$ cat src/rtl/fc_argmax_engine_if.sv
// Stream-in / result-out bundle of the fully-connected arg-max engine.
// The master drives start and input beats; the slave (engine) returns ready and results.
interface fc_argmax_engine_if #(
    parameter int M      = 2,
    parameter int DATA_W = 16,
    parameter int ACC_W  = 40
);
    localparam int IDX_W = (M > 1) ? $clog2(M) : 1;

    logic              start;
    logic              load_weights;
    logic              in_valid;
    logic              in_ready;
    logic [DATA_W-1:0] in_data;
    logic              busy;
    logic              weights_valid;
    logic              result_valid;
    logic [IDX_W-1:0]  class_idx;
    logic [M-1:0]      class_onehot;
    logic [ACC_W-1:0]  max_score;

    modport master (
        output start, load_weights, in_valid, in_data,
        input  in_ready, busy, weights_valid, result_valid, class_idx, class_onehot, max_score
    );

    modport slave (
        input  start, load_weights, in_valid, in_data,
        output in_ready, busy, weights_valid, result_valid, class_idx, class_onehot, max_score
    );
endinterface

$ cat src/rtl/fc_argmax_engine.sv
// Fully-connected layer plus arg-max: loads x (and optionally W, b), one saturating MAC per cycle,
// result_valid M*(N+1)+1 cycles after the last beat; in_ready is high only in the load states.
module fc_argmax_engine #(
    parameter int N      = 3,
    parameter int M      = 2,
    parameter int DATA_W = 16,
    parameter int ACC_W  = 40
) (
    input  logic              clk,
    input  logic              reset,
    fc_argmax_engine_if.slave bus
);
    localparam int IDX_W = (M > 1) ? $clog2(M) : 1;
    localparam int X_AW  = (N > 1) ? $clog2(N) : 1;
    localparam int W_AW  = (N * M > 1) ? $clog2(N * M) : 1;
    localparam int CNT_W = $clog2(N * M + 1);
    localparam logic signed [ACC_W-1:0] ACC_MAX = {1'b0, {(ACC_W-1){1'b1}}};
    localparam logic signed [ACC_W-1:0] ACC_MIN = {1'b1, {(ACC_W-1){1'b0}}};
    localparam logic [M-1:0] ONEHOT_LSB = M'(1);

    typedef enum logic [2:0] {
        S_IDLE, S_LD_X, S_LD_W, S_LD_B, S_MAC, S_FIN, S_DONE
    } state_t;

    state_t r_state, w_next;

    logic [CNT_W-1:0]         r_cnt;
    logic [X_AW-1:0]          r_n;
    logic [IDX_W-1:0]         r_m;
    logic                     r_wload;
    logic                     r_wvalid;
    logic signed [ACC_W-1:0]  r_acc;
    logic signed [ACC_W-1:0]  r_best;
    logic [IDX_W-1:0]         r_bidx;
    logic [IDX_W-1:0]         r_class_idx;
    logic [M-1:0]             r_onehot;
    logic signed [ACC_W-1:0]  r_max;

    logic signed [DATA_W-1:0] r_x [N];
    logic signed [DATA_W-1:0] r_w [N*M];
    logic signed [DATA_W-1:0] r_b [M];

    logic                      w_in_ready;
    logic                      w_x_last, w_w_last, w_b_last, w_n_last, w_m_last;
    logic [CNT_W-1:0]          w_widx;
    logic signed [2*DATA_W-1:0] w_prod;
    logic signed [ACC_W-1:0]   w_mac_sum;
    logic signed [ACC_W-1:0]   w_fin;
    logic                      w_take;
    logic [IDX_W-1:0]          w_win_idx;
    logic signed [ACC_W-1:0]   w_win_score;

    // One extra bit of headroom detects overflow; clamp instead of wrapping.
    function automatic logic signed [ACC_W-1:0] sat_add(input logic signed [ACC_W-1:0] a,
                                                        input logic signed [ACC_W-1:0] b);
        logic signed [ACC_W:0] s;
        s = {a[ACC_W-1], a} + {b[ACC_W-1], b};
        if (s[ACC_W] != s[ACC_W-1])
            return s[ACC_W] ? ACC_MIN : ACC_MAX;
        return s[ACC_W-1:0];
    endfunction

    assign w_in_ready = (r_state == S_LD_X) || (r_state == S_LD_W) || (r_state == S_LD_B);
    assign w_x_last   = (r_cnt == CNT_W'(N - 1));
    assign w_w_last   = (r_cnt == CNT_W'(N * M - 1));
    assign w_b_last   = (r_cnt == CNT_W'(M - 1));
    assign w_n_last   = (r_n == X_AW'(N - 1));
    assign w_m_last   = (r_m == IDX_W'(M - 1));

    // Weights are stored feature-major: W[n*M + m].
    assign w_widx      = CNT_W'(r_n) * CNT_W'(M) + CNT_W'(r_m);
    assign w_prod      = r_x[r_n] * r_w[W_AW'(w_widx)];
    assign w_mac_sum   = sat_add(r_acc, ACC_W'(w_prod));
    assign w_fin       = sat_add(r_acc, ACC_W'(r_b[r_m]));
    assign w_take      = (r_m == '0) || (w_fin > r_best);
    assign w_win_idx   = w_take ? r_m : r_bidx;
    assign w_win_score = w_take ? w_fin : r_best;

    always_comb begin
        w_next = r_state;
        case (r_state)
            S_IDLE: if (bus.start) w_next = S_LD_X;
            S_LD_X: if (bus.in_valid && w_x_last) w_next = r_wload ? S_LD_W : S_MAC;
            S_LD_W: if (bus.in_valid && w_w_last) w_next = S_LD_B;
            S_LD_B: if (bus.in_valid && w_b_last) w_next = S_MAC;
            S_MAC:  if (w_n_last) w_next = S_FIN;
            S_FIN:  w_next = w_m_last ? S_DONE : S_MAC;
            S_DONE: w_next = S_IDLE;
            default: w_next = S_IDLE;
        endcase
    end

    always_ff @(posedge clk or posedge reset) begin
        if (reset) begin
            r_state     <= S_IDLE;
            r_cnt       <= '0;
            r_n         <= '0;
            r_m         <= '0;
            r_wload     <= 1'b0;
            r_wvalid    <= 1'b0;
            r_acc       <= '0;
            r_best      <= '0;
            r_bidx      <= '0;
            r_class_idx <= '0;
            r_onehot    <= '0;
            r_max       <= '0;
        end else begin
            r_state <= w_next;
            case (r_state)
                S_IDLE: begin
                    r_cnt <= '0;
                    r_n   <= '0;
                    r_m   <= '0;
                    r_acc <= '0;
                    if (bus.start) r_wload <= bus.load_weights | ~r_wvalid;
                end
                S_LD_X: if (bus.in_valid) begin
                    r_cnt <= w_x_last ? '0 : r_cnt + 1'b1;
                    if (w_x_last && r_wload) r_wvalid <= 1'b0;
                end
                S_LD_W: if (bus.in_valid) r_cnt <= w_w_last ? '0 : r_cnt + 1'b1;
                S_LD_B: if (bus.in_valid) begin
                    r_cnt <= w_b_last ? '0 : r_cnt + 1'b1;
                    if (w_b_last) r_wvalid <= 1'b1;
                end
                S_MAC: begin
                    r_acc <= w_mac_sum;
                    r_n   <= w_n_last ? '0 : r_n + 1'b1;
                end
                S_FIN: begin
                    r_acc  <= '0;
                    r_best <= w_win_score;
                    r_bidx <= w_win_idx;
                    // Results are committed on the edge into DONE so they are visible with result_valid.
                    if (w_m_last) begin
                        r_class_idx <= w_win_idx;
                        r_onehot    <= ONEHOT_LSB << w_win_idx;
                        r_max       <= w_win_score;
                    end else begin
                        r_m <= r_m + 1'b1;
                    end
                end
                default: ;
            endcase
        end
    end

    // Operand storage survives reset so retained weights need no reload logic of their own.
    always_ff @(posedge clk) begin
        if (bus.in_valid) begin
            if (r_state == S_LD_X) r_x[X_AW'(r_cnt)]  <= $signed(bus.in_data);
            if (r_state == S_LD_W) r_w[W_AW'(r_cnt)]  <= $signed(bus.in_data);
            if (r_state == S_LD_B) r_b[IDX_W'(r_cnt)] <= $signed(bus.in_data);
        end
    end

    assign bus.in_ready      = w_in_ready;
    assign bus.busy          = (r_state != S_IDLE);
    assign bus.weights_valid = r_wvalid;
    assign bus.result_valid  = (r_state == S_DONE);
    assign bus.class_idx     = r_class_idx;
    assign bus.class_onehot  = r_onehot;
    assign bus.max_score     = r_max;
endmodule
$ cat src/flat_wrapper.sv
// flat-port wrapper written by rule: the top's interface ports become plain ports
module fc_argmax_engine_flat 
#(
    parameter int N      = 3,
    parameter int M      = 2,
    parameter int DATA_W = 16,
    parameter int ACC_W  = 40
)
  (clk, reset, bus_start, bus_load_weights, bus_in_valid, bus_in_data, bus_in_ready, bus_busy, bus_weights_valid, bus_result_valid, bus_class_idx, bus_class_onehot, bus_max_score);
  fc_argmax_engine_if #(.M(M), .DATA_W(DATA_W), .ACC_W(ACC_W)) bus_i ();
  input  logic clk;
  input  logic reset;
  input wire logic [$bits(bus_i.start)-1:0] bus_start;
  input wire logic [$bits(bus_i.load_weights)-1:0] bus_load_weights;
  input wire logic [$bits(bus_i.in_valid)-1:0] bus_in_valid;
  input wire logic [$bits(bus_i.in_data)-1:0] bus_in_data;
  output wire logic [$bits(bus_i.in_ready)-1:0] bus_in_ready;
  output wire logic [$bits(bus_i.busy)-1:0] bus_busy;
  output wire logic [$bits(bus_i.weights_valid)-1:0] bus_weights_valid;
  output wire logic [$bits(bus_i.result_valid)-1:0] bus_result_valid;
  output wire logic [$bits(bus_i.class_idx)-1:0] bus_class_idx;
  output wire logic [$bits(bus_i.class_onehot)-1:0] bus_class_onehot;
  output wire logic [$bits(bus_i.max_score)-1:0] bus_max_score;
  assign bus_i.start = bus_start;
  assign bus_i.load_weights = bus_load_weights;
  assign bus_i.in_valid = bus_in_valid;
  assign bus_i.in_data = bus_in_data;
  assign bus_in_ready = bus_i.in_ready;
  assign bus_busy = bus_i.busy;
  assign bus_weights_valid = bus_i.weights_valid;
  assign bus_result_valid = bus_i.result_valid;
  assign bus_class_idx = bus_i.class_idx;
  assign bus_class_onehot = bus_i.class_onehot;
  assign bus_max_score = bus_i.max_score;
  fc_argmax_engine #(.N(N), .M(M), .DATA_W(DATA_W), .ACC_W(ACC_W)) u_core (.clk(clk), .reset(reset), .bus(bus_i));
endmodule
$ cat config.mk
export PLATFORM = sky130hd
export DESIGN_NAME = fc_argmax_engine_flat
export DESIGN_NICKNAME = d
export VERILOG_FILES = /design/src/rtl/fc_argmax_engine_if.sv /design/src/rtl/fc_argmax_engine.sv /design/src/flat_wrapper.sv
export SDC_FILE = /design/constraint.sdc
export NUM_CORES = 2
export LEC_CHECK = 0
export ABC_AREA = 1
export CORE_MARGIN = 4
export CORE_UTILIZATION = 59
export CTS_BUF_LIST = sky130_fd_sc_hd__clkbuf_8
export CTS_CLUSTER_SIZE = 20
export DETAILED_ROUTE_END_ITERATION = 8
export GPL_ROUTABILITY_DRIVEN = 0
export HOLD_SLACK_MARGIN = 0.03
export PLACE_DENSITY = 0.82
export SYNTH_ARGS = -nofsm -noshare
export SYNTH_HDL_FRONTEND = slang
export SYNTH_SLANG_ARGS = --single-unit
$ cat constraint.sdc
create_clock -name clk -period 7.6 [get_ports clk]
set_input_delay 1.52 -clock clk [delete_from_list [all_inputs] [get_ports clk]]
set_output_delay 1.52 -clock clk [all_outputs]
set_load 0.01 [all_outputs]
# Yosys cells after proc, flatten, opt, wreduce, memory -nomap -nowiden
# Memory sizes are Yosys's and may differ from the RTL's.
# Cells that the tools add are included.
# Widths: inputs -> output; s select.
# word_totals
regBits,135
in_bits,21
rom_bits,0
out_inout_bits,47
memories,3
elab_cells,113
ramBits,176
latchBits,0
# op_classes
magnitude_cmp,1
mux,44
bitwise_logic,3
reduce_logical,20
n_eq_ne,22
n_div,0
add_sub_neg,6
shifts,1
multipliers,1
# memory_table
memory,words,word_bits,rd,rd_clocked_by_memory_dff,write_ports,line,rtl
u_core.r_w,6,16,1,0,1,fc_argmax_engine.sv:40,logic signed [DATA_W-1:0] r_w [N*M];
u_core.r_x,3,16,1,0,1,fc_argmax_engine.sv:39,logic signed [DATA_W-1:0] r_x [N];
u_core.r_b,2,16,1,0,1,fc_argmax_engine.sv:41,logic signed [DATA_W-1:0] r_b [M];
# op_table
operator,n
$mux 40,7
$pmux 40 s2,1
$add 40x16->41,1
$add 40x32->41,1
$gt 40x40->1,1
$mux 3,12
$mul 16x16->32,1
$pmux 3 s6,1
$mux 1,17
$ne 2x2->1 const B,8
$eq 3x3->1 const B,4
$pmux 3 s4,1
$reduce_and 5->1,2
$eq 3x2->1 const B,3
$reduce_bool 2->1,4
$eq 3x1->1 const B,2
$logic_and 1x1->1,4
$mux 2,2
$ne 2x1->1 const B,2
$pmux 1 s2,2
$pmux 2 s2,1
$reduce_and 2->1,2
$reduce_and 4->1,1
$reduce_bool 4->1,1
other kinds (13),17

# Longest topological paths before layout
# An unclocked memory read counts as a cell.
# logic_depth
ltp_word,9
mapped_depth,47

# Worst setup path after synthesis
# OpenSTA, ideal clock, no wires.
# synth_timing
kind,reg2reg
from,register u_core.r_n[1]
to,register u_core.r_acc[0]
t_required_ps,7534
path_slack_ps,535
path_stages_with_launch,33
t_arrival_ps,7000
setup_time_ps,66
cell_sequence,dfrtp_1 -> buf_2 -> nor2_1 -> clkbuf_1 -> o21ai_0 -> o221ai_1 -> buf_2 -> nand2_1 -> inv_1 -> fa_1 -> fa_1 -> inv_1 -> fa_1 -> fa_1 -> inv_1 -> fa_1 -> inv_1 -> fa_1 -> inv_1 -> ha_1 -> a21oi_1 -> o21ai_0 -> nand2_1 -> nand2_1 -> nor2_1 -> nand3_1 -> nand2_1 -> nand2_2 -> a21oi_2 -> buf_6 -> buf_6 -> nand2_1 -> nand2_1
# synth_between
elab_chain_cells,8
elab_cells_between_ends,11
# synth_lines
element,line,rtl
from (decl),fc_argmax_engine.sv:28,logic [X_AW-1:0] r_n;
from (signal assigned),fc_argmax_engine.sv:128,r_n <= w_n_last ? '0 : r_n + 1'b1;
$add 3x1->3,fc_argmax_engine.sv:71,assign w_widx = CNT_W'(r_n) * CNT_W'(M) + CNT_W'(r_m);
$mem_v2 6x16,--,
$mul 16x16->32 *,fc_argmax_engine.sv:72,assign w_prod = r_x[r_n] * r_w[W_AW'(w_widx)];
$add 40x32->41 *,fc_argmax_engine.sv:57,"s = {a[ACC_W-1], a} + {b[ACC_W-1], b};"
$mux 40 or $ne 1x1->1 (tied branches),"fc_argmax_engine.sv:59, fc_argmax_engine.sv:58",
$mux 40 or $mux 1 (tied branches),fc_argmax_engine.sv:58,if (s[ACC_W] != s[ACC_W-1])
$mux 40 *,fc_argmax_engine.sv:60,return s[ACC_W-1:0];
$pmux 40 s2 *,fc_argmax_engine.sv:109,case (r_state)
to (signal assigned),fc_argmax_engine.sv:127,r_acc <= w_mac_sum;
to (decl),fc_argmax_engine.sv:32,logic signed [ACC_W-1:0] r_acc;
# Mark *: on every way between the ends. The rest lies on a longest branch, timed or not. The select of a mux whose other input is x is not followed.
# A chain may end at the register's enable or synchronous reset.

# Worst setup path in the final report
# layout_timing
from,register u_core.r_n[1]
to,register u_core.r_acc[15]
# Same word-level chain as after synthesis.

==> metrics.cfg <==
[sta]
maxSlewViolCount=0
tightest_slew_ns=1.23
hold_viol_final=0
hold_ws_ns=0.478
finalClockSkew_ns=0.0222
tns_ns=0
setup_ws_ns=0.204
fin_crit_ns=7.40
max_clock_freq_ghz=0.135
relSlewSlack=0.176
fin_crit_sh=0.973
setup_viol=0

[synthesis]
ys_ff_latch=310
syn-cell-area_mm2=0.0311
synth_edf_count=176
yosysTopAreaCellShare=0.215
synth.avg_cell_area_um2=7.75
ys_warn_count=0
synthTopCellsByCount=nand2_1 (1264), inv_1 (907), fa_1 (335)
synth_ff_type=edfxtp_1
synthTopCellsByArea=fa_1 (22%), edfxtp_1 (17%), nand2_1 (15%)
postSynthCellCount=4019
yosys.area.top_type=fa_1
synth-async-reset-ratio=0.432
synth.most_common_cell=nand2_1
syn-num-nets=4575
synth_cell_types=45
synth-seq-area-share=0.277

[setup_path]
crit_path_top_delay_cell=fa_1
critical_path_class=register to register
cpMostUsedCell=fa_1
arrival_ns=7.91
worstPathRequired_ns=8.11
end_kind=register
crit_family=adder cells
worstPathMaxFanout=31
crit_buf_inv=8
cpPeakStageDelay_ns=0.55
crit_path_start_kind=register

[flow_run]
cap_violations=0

[place]
dp.cells=4734
io_buffers=67
post-place-ws_ns=0.191
hpwl_um=65500

[global_routing]
grt_max_degree=72
grt_pass1_vias=26400
grt_pass1_wl_um=137000
overflow=0
antenna_found_initial=2
grtUsageTotal=0.300

[clock_network]
cts_inserted_buffers=49
clk_pin_slew_ns=0.07
clk_latency_ns=0.63
clock-root-buffer=clkbuf_8
clock_sinks=310
clock_path_buffers=3
cts_tree=yes
htreeDepth=2

[finish]
antenna_cells=0
drive_gt1_frac=0.0596
area_delta_synth_final_pct=9.56
nets=4662
layout.cells.non_filler=4827

[die]
rows=83
die_w_um=238
die-area_mm2=0.0565
start_util=0.601
core_mm2=0.0518
ios=68
fp.dieH_um=238

[detailed_routing]
wirelength_um=84200
drt_iter0_drc=2979
drc_errors=0
vias=26500
first_pass_iters=6
viasPerCell=5.50
ant_nets=0
wl_per_cell_um=17.4

[worst_hold_path]
hold_path.class=register to register

[run_status]
status=completed

==> layer usage <==
| metal | up-vias | GRT usage | part of all wire |
|---|---|---|---|
| li1 | 12400 | - | - |
| met1 | 12500 | 0.418 | 0.40 |
| met2 | 1464 | 0.468 | 0.45 |
| met3 | 231 | 0.0666 | 0.12 |
| met4 | 2 | 0.107 | 0.039 |
| met5 | - | 0 | 0.00015 |
==> layout by cell type (no fill, tap or decap), drive strengths merged, types with 8 or more instances in the layout <==
cell and count:
nor3 14, o21bai 15, o21ai 99, o221ai 15, nand4 27, clkdlybuf4s50 67
xnor2 20, nor2 267, xor2 8, clkinv 21, clkbuf 56, buf 79
nand3 253, ha 200, fa 335, nand2 1276, a21oi 95, edfxtp 176
a221oi 13, inv 925, or2 9, dfrtp 134
==> tightest hold or removal path, delay by kind of cell, from the launching register on <==
| family | cells | cell delay (ns) |
|---|---|---|
| flops | 1 | 0.34 |
| simple gates | 2 | 0.11 |
==> flip-flops by register name (all words and copies together) (netlist names), 3 cells and up <==
| register | count |
|---|---|
| u_core.r_state | 3 |
| u_core.bus.max_score | 40 |
| u_core.r_cnt | 3 |
| u_core.r_best | 40 |
| u_core.r_x | 48 |
| u_core.r_acc | 40 |
| u_core.r_w | 96 |
| u_core.r_b | 32 |
==> path summary, 6_finish.rpt <==
path / startpoint / to / slack (ns) / cells after the start
setup / recovery: u_core.r_n[1] / u_core.r_acc[15] / 0.20 / 30
hold / removal: u_core.bus.max_score[19] / u_core.bus.max_score[19] / 0.48 / 2
setup reg to reg: u_core.r_n[1] / u_core.r_acc[15] / 0.20 / 30
hold reg to reg: u_core.bus.max_score[19] / u_core.bus.max_score[19] / 0.48 / 2
max in group asynchronous: reset / u_core.r_best[8] / 4.95 / 3
min in group asynchronous: reset / u_core.r_cnt[2] / 1.37 / 2
==> cell type report <==
| cell class | count | area, µm² |
|---|---|---|
| clock buffer | 56 | 771 |
| clock inverter | 36 | 347 |
| fill | 4148 | 17700 |
| inverter | 917 | 3450 |
| multi-input combinational | 2682 | 18700 |
| sequential | 310 | 8640 |
| tap | 680 | 851 |
| timing repair buffer | 146 | 1390 |
==> repair_timing <==
| item | in CTS | in global routing |
|---|---|---|
| gates resized for setup | 0 | 42 |
| hold endpoints to repair | 0 | 0 |
| setup buffers | 0 | 1 |
| setup endpoints to repair | 0 | 119 |
| hold buffers | 0 | 0 |
==> kinds of logic (layout without fill, tap and decap cells) <==
kind of cell | Yosys count | after routing | share of synthesized area
simple gates | 1859 | 1859 | 0.243
buf+inv | 1027 | 1155 | 0.128
fa+ha+maj | 535 | 535 | 0.296
flops | 310 | 310 | 0.277
compound gates | 260 | 260 | 0.0484
xor+xnor | 28 | 28 | 0.00788
==> per-stage QoR <==
step           cell area, µm²   util
3_5_place_dp            32800  0.634
3_3_place_gp            32800  0.634
4_1_cts                 34000  0.655
6_report                34100  0.658
2_1_floorplan           31100      -
5_1_grt                 34100  0.658
Power is not shown: default switching activity piles up to over one toggle a cycle in this logic, so the estimate is an artifact.
